$ cat src/rtl/vibrometer_axis_pkg.sv
// Shared definitions for the vibrometer AXIS rate-change blocks
// (axis_throttler / axis_expander).
package vibrometer_axis_pkg;

    // Width of the log_* rate exponent ports.
    localparam int LOG_W = 5;

    typedef enum logic {
        EMPTY = 1'b0,
        HOLD  = 1'b1
    } state_t;

    // Repeat limit for a given exponent: 2^min(log_val, cnt_width-1) - 1.
    // The clamp keeps the limit representable, so the repeat counter never wraps.
    function automatic logic [63:0] clamp_limit(input logic [LOG_W-1:0] log_val,
                                                input int               cnt_width);
        int exp_v;
        exp_v = (int'(log_val) >= cnt_width) ? (cnt_width - 1) : int'(log_val);
        return (64'd1 << exp_v) - 64'd1;
    endfunction

endpackage

$ cat src/rtl/axis_expander.sv
// Zero-order-hold interpolator: every accepted input beat is re-emitted
// 2^log_expand times on the master side, with tlast on the final repeat.
// A new sample may be accepted in the same cycle the last repeat transfers,
// so a continuous input stream produces a continuous output stream.
//
// state | meaning
// EMPTY | no sample held, input side ready
// HOLD  | sample held, emitting repeats
module axis_expander
    import vibrometer_axis_pkg::*;
#(
    parameter int AXIS_TDATA_WIDTH = 32,
    parameter int CNT_WIDTH        = 32
) (
    input  logic                        aclk,
    input  logic                        aresetn,
    input  logic [LOG_W-1:0]            log_expand,
    input  logic [AXIS_TDATA_WIDTH-1:0] S_AXIS_tdata,
    input  logic                        S_AXIS_tvalid,
    output logic                        S_AXIS_tready,
    output logic [AXIS_TDATA_WIDTH-1:0] M_AXIS_tdata,
    output logic                        M_AXIS_tvalid,
    input  logic                        M_AXIS_tready,
    output logic                        M_AXIS_tlast
);

    state_t                        r_state;
    state_t                        w_state_nxt;
    logic [AXIS_TDATA_WIDTH-1:0]   r_data;
    logic [CNT_WIDTH-1:0]          r_cnt;
    logic [CNT_WIDTH-1:0]          r_limit;
    logic [CNT_WIDTH-1:0]          w_limit_new;
    logic                          w_at_limit;
    logic                          w_m_xfer;
    logic                          w_s_accept;

    assign w_limit_new   = CNT_WIDTH'(clamp_limit(log_expand, CNT_WIDTH));
    assign w_at_limit    = (r_cnt == r_limit);
    assign M_AXIS_tvalid = (r_state == HOLD);
    assign M_AXIS_tdata  = r_data;
    assign M_AXIS_tlast  = M_AXIS_tvalid && w_at_limit;
    assign w_m_xfer      = M_AXIS_tvalid && M_AXIS_tready;
    // Gated by aresetn so the input side is never ready while held in reset.
    assign S_AXIS_tready = aresetn && ((r_state == EMPTY) || (w_m_xfer && w_at_limit));
    assign w_s_accept    = S_AXIS_tvalid && S_AXIS_tready;

    // State register.
    always_ff @(posedge aclk or negedge aresetn) begin
        if (!aresetn) begin
            r_state <= EMPTY;
        end else begin
            r_state <= w_state_nxt;
        end
    end

    // Next-state: enter HOLD on accept, leave only after the last repeat
    // transfers with no replacement sample arriving.
    always_comb begin
        w_state_nxt = r_state;
        case (r_state)
            EMPTY: begin
                if (w_s_accept) begin
                    w_state_nxt = HOLD;
                end
            end
            HOLD: begin
                if (w_m_xfer && w_at_limit && !w_s_accept) begin
                    w_state_nxt = EMPTY;
                end
            end
            default: w_state_nxt = EMPTY;
        endcase
    end

    // Sample, repeat counter and limit: reload on accept, count on each
    // non-final output transfer, otherwise hold.
    always_ff @(posedge aclk or negedge aresetn) begin
        if (!aresetn) begin
            r_data  <= '0;
            r_cnt   <= '0;
            r_limit <= '0;
        end else if (w_s_accept) begin
            r_data  <= S_AXIS_tdata;
            r_cnt   <= '0;
            r_limit <= w_limit_new;
        end else if (w_m_xfer && !w_at_limit) begin
            r_cnt   <= r_cnt + CNT_WIDTH'(1);
        end
    end

endmodule

$ cat config.mk
export PLATFORM = sky130hd
export DESIGN_NAME = axis_expander
export DESIGN_NICKNAME = d
export VERILOG_FILES = /design/src/rtl/vibrometer_axis_pkg.sv /design/src/rtl/axis_expander.sv
export SDC_FILE = /design/constraint.sdc
export NUM_CORES = 1
export LEC_CHECK = 0
export ABC_AREA = 1
export CAP_MARGIN = 15
export CORE_ASPECT_RATIO = 1.5
export CORE_MARGIN = 2
export CORE_UTILIZATION = 40
export CTS_CLUSTER_DIAMETER = 60
export DETAILED_ROUTE_END_ITERATION = 10
export SKIP_LAST_GASP = 1
export SLEW_MARGIN = 15
export SYNTH_ARGS = -nofsm -noshare
export SYNTH_HDL_FRONTEND = slang
export SYNTH_SLANG_ARGS = --single-unit
$ cat constraint.sdc
create_clock -name aclk -period 2.02 [get_ports aclk]
set_input_delay 0.606 -clock aclk [delete_from_list [all_inputs] [get_ports aclk]]
set_output_delay 0.606 -clock aclk [all_outputs]
set_load 0.03 [all_outputs]
-- Yosys cells after proc, flatten, opt, wreduce, memory -nomap -nowiden
Index checks and enable logic that the tools add are counted.
- reduce and logical (&&, ||, !) cells: 11
- bitwise gates (word level): 1
- multiplexer cells: 5
- equality and inequality tests: 1
- shifts and indexed selects: 1
- $add $sub $neg: 2
- order comparisons: 0
- multipliers: 0
- divide/modulo/power cells: 0
- operator list (operator ; number):
    32-bit two-way mux ; 2
    32-bit by 1-bit adder with 32-bit output, second input constant ; 1
    32-bit == test ; 1
    1-bit by 5-bit left shift with 32-bit output, first input constant ; 1
    32-bit by 1-bit subtractor with 32-bit output, second input constant ; 1
    1-bit logical AND ; 7
    1-bit zero test ; 2
    1-bit two-way mux ; 2
    1-bit case mux with 2 select lines ; 1
    2-bit nonzero test ; 1
    1-bit logical OR ; 1
    1-bit inverter ; 1
- memories kept: 0
- logic and storage cells: 25
- bits in latches: 0
- memory bits (writable): 0
- input bits: 41
- output and inout bits: 35
- bits in registers: 97
- ROM bits: 0

-- Logic depth before layout (Yosys ltp)
- depth after elaboration: 9
- depth in mapped cells: 15
- mapped depth without buffers: 14

-- Worst setup path before layout
OpenSTA, ideal clock, no wires.
- path type: reg2out
- start point: reg r_cnt[8]
- end point: out M_AXIS_tlast
- slack: -0.177 ns
- arrival time: 1.591 ns
- required time: 1.414 ns
- cell stages (with the launch flop): 10
- path buffers: 2
- path through: dfrtp_1 > buf_2 > xnor2_1 > nand2_1 > nor2_1 > nand2_1 > nor2_1 > nand2_1 > buf_2 > nor2_1
- word-level cells in the longest chain between the ends: 2
- RTL lines (item ; line ; text):
    start, declared ; axis_expander.sv:30 ; logic [CNT_WIDTH-1:0] r_cnt;
    start signal, assigned ; axis_expander.sv:87 ; r_cnt <= r_cnt + CNT_WIDTH'(1);
    32-bit == test ; axis_expander.sv:38 ; assign w_at_limit = (r_cnt == r_limit);
    1-bit logical AND ; axis_expander.sv:41 ; assign M_AXIS_tlast = M_AXIS_tvalid && w_at_limit;
    end, declared ; axis_expander.sv:24 ; output logic M_AXIS_tlast
Every way passes these cells.

-- Final worst setup path
- start point: reg r_limit[1]
- end point: out S_AXIS_tready
- word-level cells in the longest chain between the ends: 4
- RTL lines (item ; line ; text):
    start, declared ; axis_expander.sv:31 ; logic [CNT_WIDTH-1:0] r_limit;
    start signal, assigned ; axis_expander.sv:85 ; r_limit <= w_limit_new;
    32-bit == test ; axis_expander.sv:38 ;
    1-bit logical AND ; axis_expander.sv:44 ; assign S_AXIS_tready = aresetn && ((r_state == EMPTY) || (w_m_xfer && w_at_limit));
    1-bit logical OR ; axis_expander.sv:44 ;
    1-bit logical AND ; axis_expander.sv:44 ;
    end, declared ; axis_expander.sv:20 ; output logic S_AXIS_tready,
Every way passes these cells.

==> impl_results.md <==
* CP max-delay cell: dfrtp_1
* Chip width at approximately 100 um
* Register area share after synthesis at 40.4%
* Die Ht at between 150 and 200 um
* Final max-slew violation count at 0
* Clock transition at path regs at about 0.07 ns
* Initial antenna violation count at 0
* Hold Fails Final Rpt at 0
* Vias/cell at 4.71
* TritonCTS clock tree: yes
* RR Endpoint: M_AXIS_tdata[2]$_DFFE_PN0P_
* CP dominant cell by count: nand2_2
* Pwr dens at a little over 1000 mW/mm^2
* Initial Utilization at about two fifths
* Top-Level Pins at 76
* Post-synth ARST share at 100%
* Tightest Pin Transition at 0.718 ns
* Critical Path Fanout Max at 3
* Layout cell share with drive strength beyond 1 at roughly 25%
* Worst Reg-to-Reg Cells at 16
* Final wirelength at around 20,000 um
* Minimum setup slack among reg-to-reg paths at -0.31 ns
* Layout Nets at about 1,200
* Top Family by Delay on Critical Path: simple AND/OR/NAND/NOR gates
* Crit start category: flip-flop
* Worst skew pair latency at roughly 0.35 ns
* Synth area leader: dfrtp_1
* Area of the mapped netlist at 0.00601 sq mm
* Final GP Congestion at 0.902
* H-Tree Depth at 3
* Clock buffer depth at 2
* CTS Hold Bufs at 0
* Max cap viols at 0
* Pre-CTS setup slack at -0.588 ns
* Crit. End Element: primary output
* Leakage power at 5.24 nW
* Worst vdd ir at 0.723 mV
* CTS Buf Count at 9
* Avg WL per Cell at 14.4 um
* Pwr Total at around 0.0094 W
* I/O Buffers at between 70 and 80
* Vias in the first global route at between 6,000 and 7,000
* Clock Skew at between 0.006 and 0.007 ns
* Number of synthesized flops with an enable pin at 0
* N_diodes at 0
* Largest net degree at the start of global routing at 54
* Fmax at ~420 MHz
* Total global routing overflow at 0
* Initial DRC Count at between 200 and 300
* Top FF cell, synth: dfrtp_1
* Total Routing Usage GR at roughly a quarter
* Distinct cell type count after synthesis at 31
* Outcome: complete, but fails checks
* Synthesis-to-layout area growth at 55.0%
* Leading cell types by count after synthesis: nand2_1 (414), nor2_1 (120), inv_1 (116)
* Syn_nets at slightly below 1,000
* Final min period at about 2.4 ns
* Post-synth top area share at 40.4%
* RSZ-0062 raised after global routing: true
* Worst hold path type: input pin to async pin
* Final period utilization at 118%
* Num rows at 54
* Yosys warns at 0
* Final antenna-violating net count at 0
* Crit-path cells: inv_2 -> nand2_1 -> nand2_4 -> nand2_2 -> nor2_4 -> nand2_2 -> nor2_4 -> nand3_2 -> nand2_2 -> nand2_2 -> inv_2 -> buf_6
* Crit path DAT at approximately 1.8 ns
* Core area at between 0.01 and 0.015 sq mm
* Most common cell in the netlist: nand2_1
* Final Setup Violations at a little under 100
* HPWL Detailed at ~14,000 um
* Drt drc at 0
* Worst reg2reg startpoint: r_limit[1]$_DFFE_PN0P_
* Clock root cell: clkbuf_16
* Top cells by area, synth: dfrtp_1 (40%), nand2_1 (26%), nor2_1 (7.5%)
* Die area at 0.0160 sq mm
* Slew headroom at between 50 and 60%
* Via count at about 6,500
* #FFs+latches synth at 97
* CP Buf/Inv Count at 3
* Worst Path Required at 1.41 ns
* Syn Area/Cell at roughly 6.5 sq um
* First-pass iteration count of the detailed router at 5
* Syn Inst Count at roughly 920
* Final worst slack at -0.372 ns
* Crit path kind: flip-flop to primary output
* Failing checks: negative setup slack
* Critical Path Max Stage Delay at around 0.42 ns
* First-pass GRT wire length at just over 30,000 um
* Clock sinks at 97
==> where the power goes <==
group	leakage [nW]	internal (W)	total (W)	switching, W
Combinational	3.88	0.00215	0.00462	0.00247
Sequential	1.23	0.00258	0.00309	0.000508
Clock	0.127	0.000870	0.00167	0.000799
Total	5.24	0.00560	0.00938	0.00378
==> through the flow <==
step           instance area, sq um  std cells  setup TNS [ns]  utilization [%]  hold WS, ns
2_1_floorplan                  6030        921               0                -        0.310
3_3_place_gp                   8080       1321          -37.40             55.4        0.446
3_5_place_dp                   8080       1321          -37.82             55.4        0.447
4_1_cts                        8920       1361          -20.85             61.1       0.0694
5_1_grt                        9320       1382          -33.17             63.8       0.0683
6_report                       9320       1382          -21.21             63.8       0.0763
==> routing by layer <==
metal,up-vias,track usage (%),part of all wire (%)
li1,3319,-,-
met1,3015,27.1,38
met2,147,48.0,55
met3,31,3.18,3.4
met4,0,9.14,2.9
met5,-,0,0
==> flip-flops by register name, indices dropped and copies added, names as in the netlist <==
register	flops
r_cnt	32
M_AXIS_tvalid	1
r_limit	32
M_AXIS_tdata	32
==> cells in the final DEF (no fill, tap or decap), types with 2 or more instances in the layout <==
| master | n |
|---|---|
| dlygate4sd2_1 | 3 |
| nand3_4 | 2 |
| nor2_4 | 8 |
| bufbuf_16 | 5 |
| o21ai_0 | 18 |
| nor2_2 | 6 |
| inv_2 | 20 |
| o21ai_1 | 9 |
| buf_12 | 10 |
| nand3b_1 | 4 |
| dlymetal6s2s_1 | 22 |
| xor2_1 | 12 |
| nor4_1 | 4 |
| clkbuf_16 | 12 |
| a21oi_1 | 3 |
| clkinvlp_4 | 4 |
| nand2_2 | 21 |
| clkdlybuf4s50_1 | 47 |
| nor3_1 | 5 |
| inv_1 | 98 |
| buf_16 | 5 |
| buf_4 | 165 |
| buf_6 | 13 |
| buf_8 | 3 |
| dfrtp_1 | 96 |
| nand2_1 | 393 |
| nor2_1 | 109 |
| nand4_1 | 22 |
| nand3_1 | 26 |
| o21ai_2 | 11 |
| nand3_2 | 3 |
| xnor2_1 | 13 |
==> worst reg2reg max path, cell delays in order, from the launching register on <==
cell	delay [ns]
dfrtp_1	0.42
inv_2	0.07
nand2_1	0.08
nand2_4	0.10
nand2_2	0.08
nor2_4	0.14
nand2_2	0.09
nor2_4	0.11
nand3_2	0.07
nand2_2	0.07
buf_4	0.12
buf_12	0.10
nand3_4	0.18
buf_12	0.23
bufbuf_16	0.27
nand2_1	0.06
nand2_1	0.05
==> how the worst max path moves through the flow <==
stage / startpoint / slack, ns / cells after the start / to
final: r_limit[1]$_DFFE_PN0P_ / -0.37 / 12 / S_AXIS_tready
after global routing: r_limit[13]$_DFFE_PN0P_ / -0.48 / 13 / S_AXIS_tready
after CTS: r_cnt[1]$_DFFE_PN0P_ / -0.46 / 12 / S_AXIS_tready
after detailed placement: log_expand[4] / -0.59 / 15 / r_limit[28]$_DFFE_PN0P_
after global placement: log_expand[3] / -0.55 / 10 / r_limit[26]$_DFFE_PN0P_
after floorplan: log_expand[2] / 0.0004 / 13 / r_limit[20]$_DFFE_PN0P_
==> timing repair <==
item	4_1_cts	5_1_grt
pin swaps	7	26
setup buffers	15	22
endpoints found under the setup margin	102	119
gates resized for setup	43	100
gates cloned	11	3
==> area by class of cell <==
type / count / area [sq um]
clock buffers: 10 / 239
well taps: 196 / 245
inverters: 119 / 454
flip-flops and latches: 97 / 2430
multi-input cells: 678 / 3130
repair buffers: 276 / 2780
clock inverters: 6 / 43.8
fillers: 1350 / 5280
==> kinds of logic after synthesis <==
group | count (synthesis) | synth area share [%]
and+or+nand+nor | 608 | 40.9
buffers and inverters | 146 | 10.8
DFF | 97 | 40.4
AOI/OAI and AO/OA | 43 | 3.87
xor gates and xnor gates | 25 | 3.64
adders and majority gates | 2 | 0.416
(Power assumes the default switching activity.)
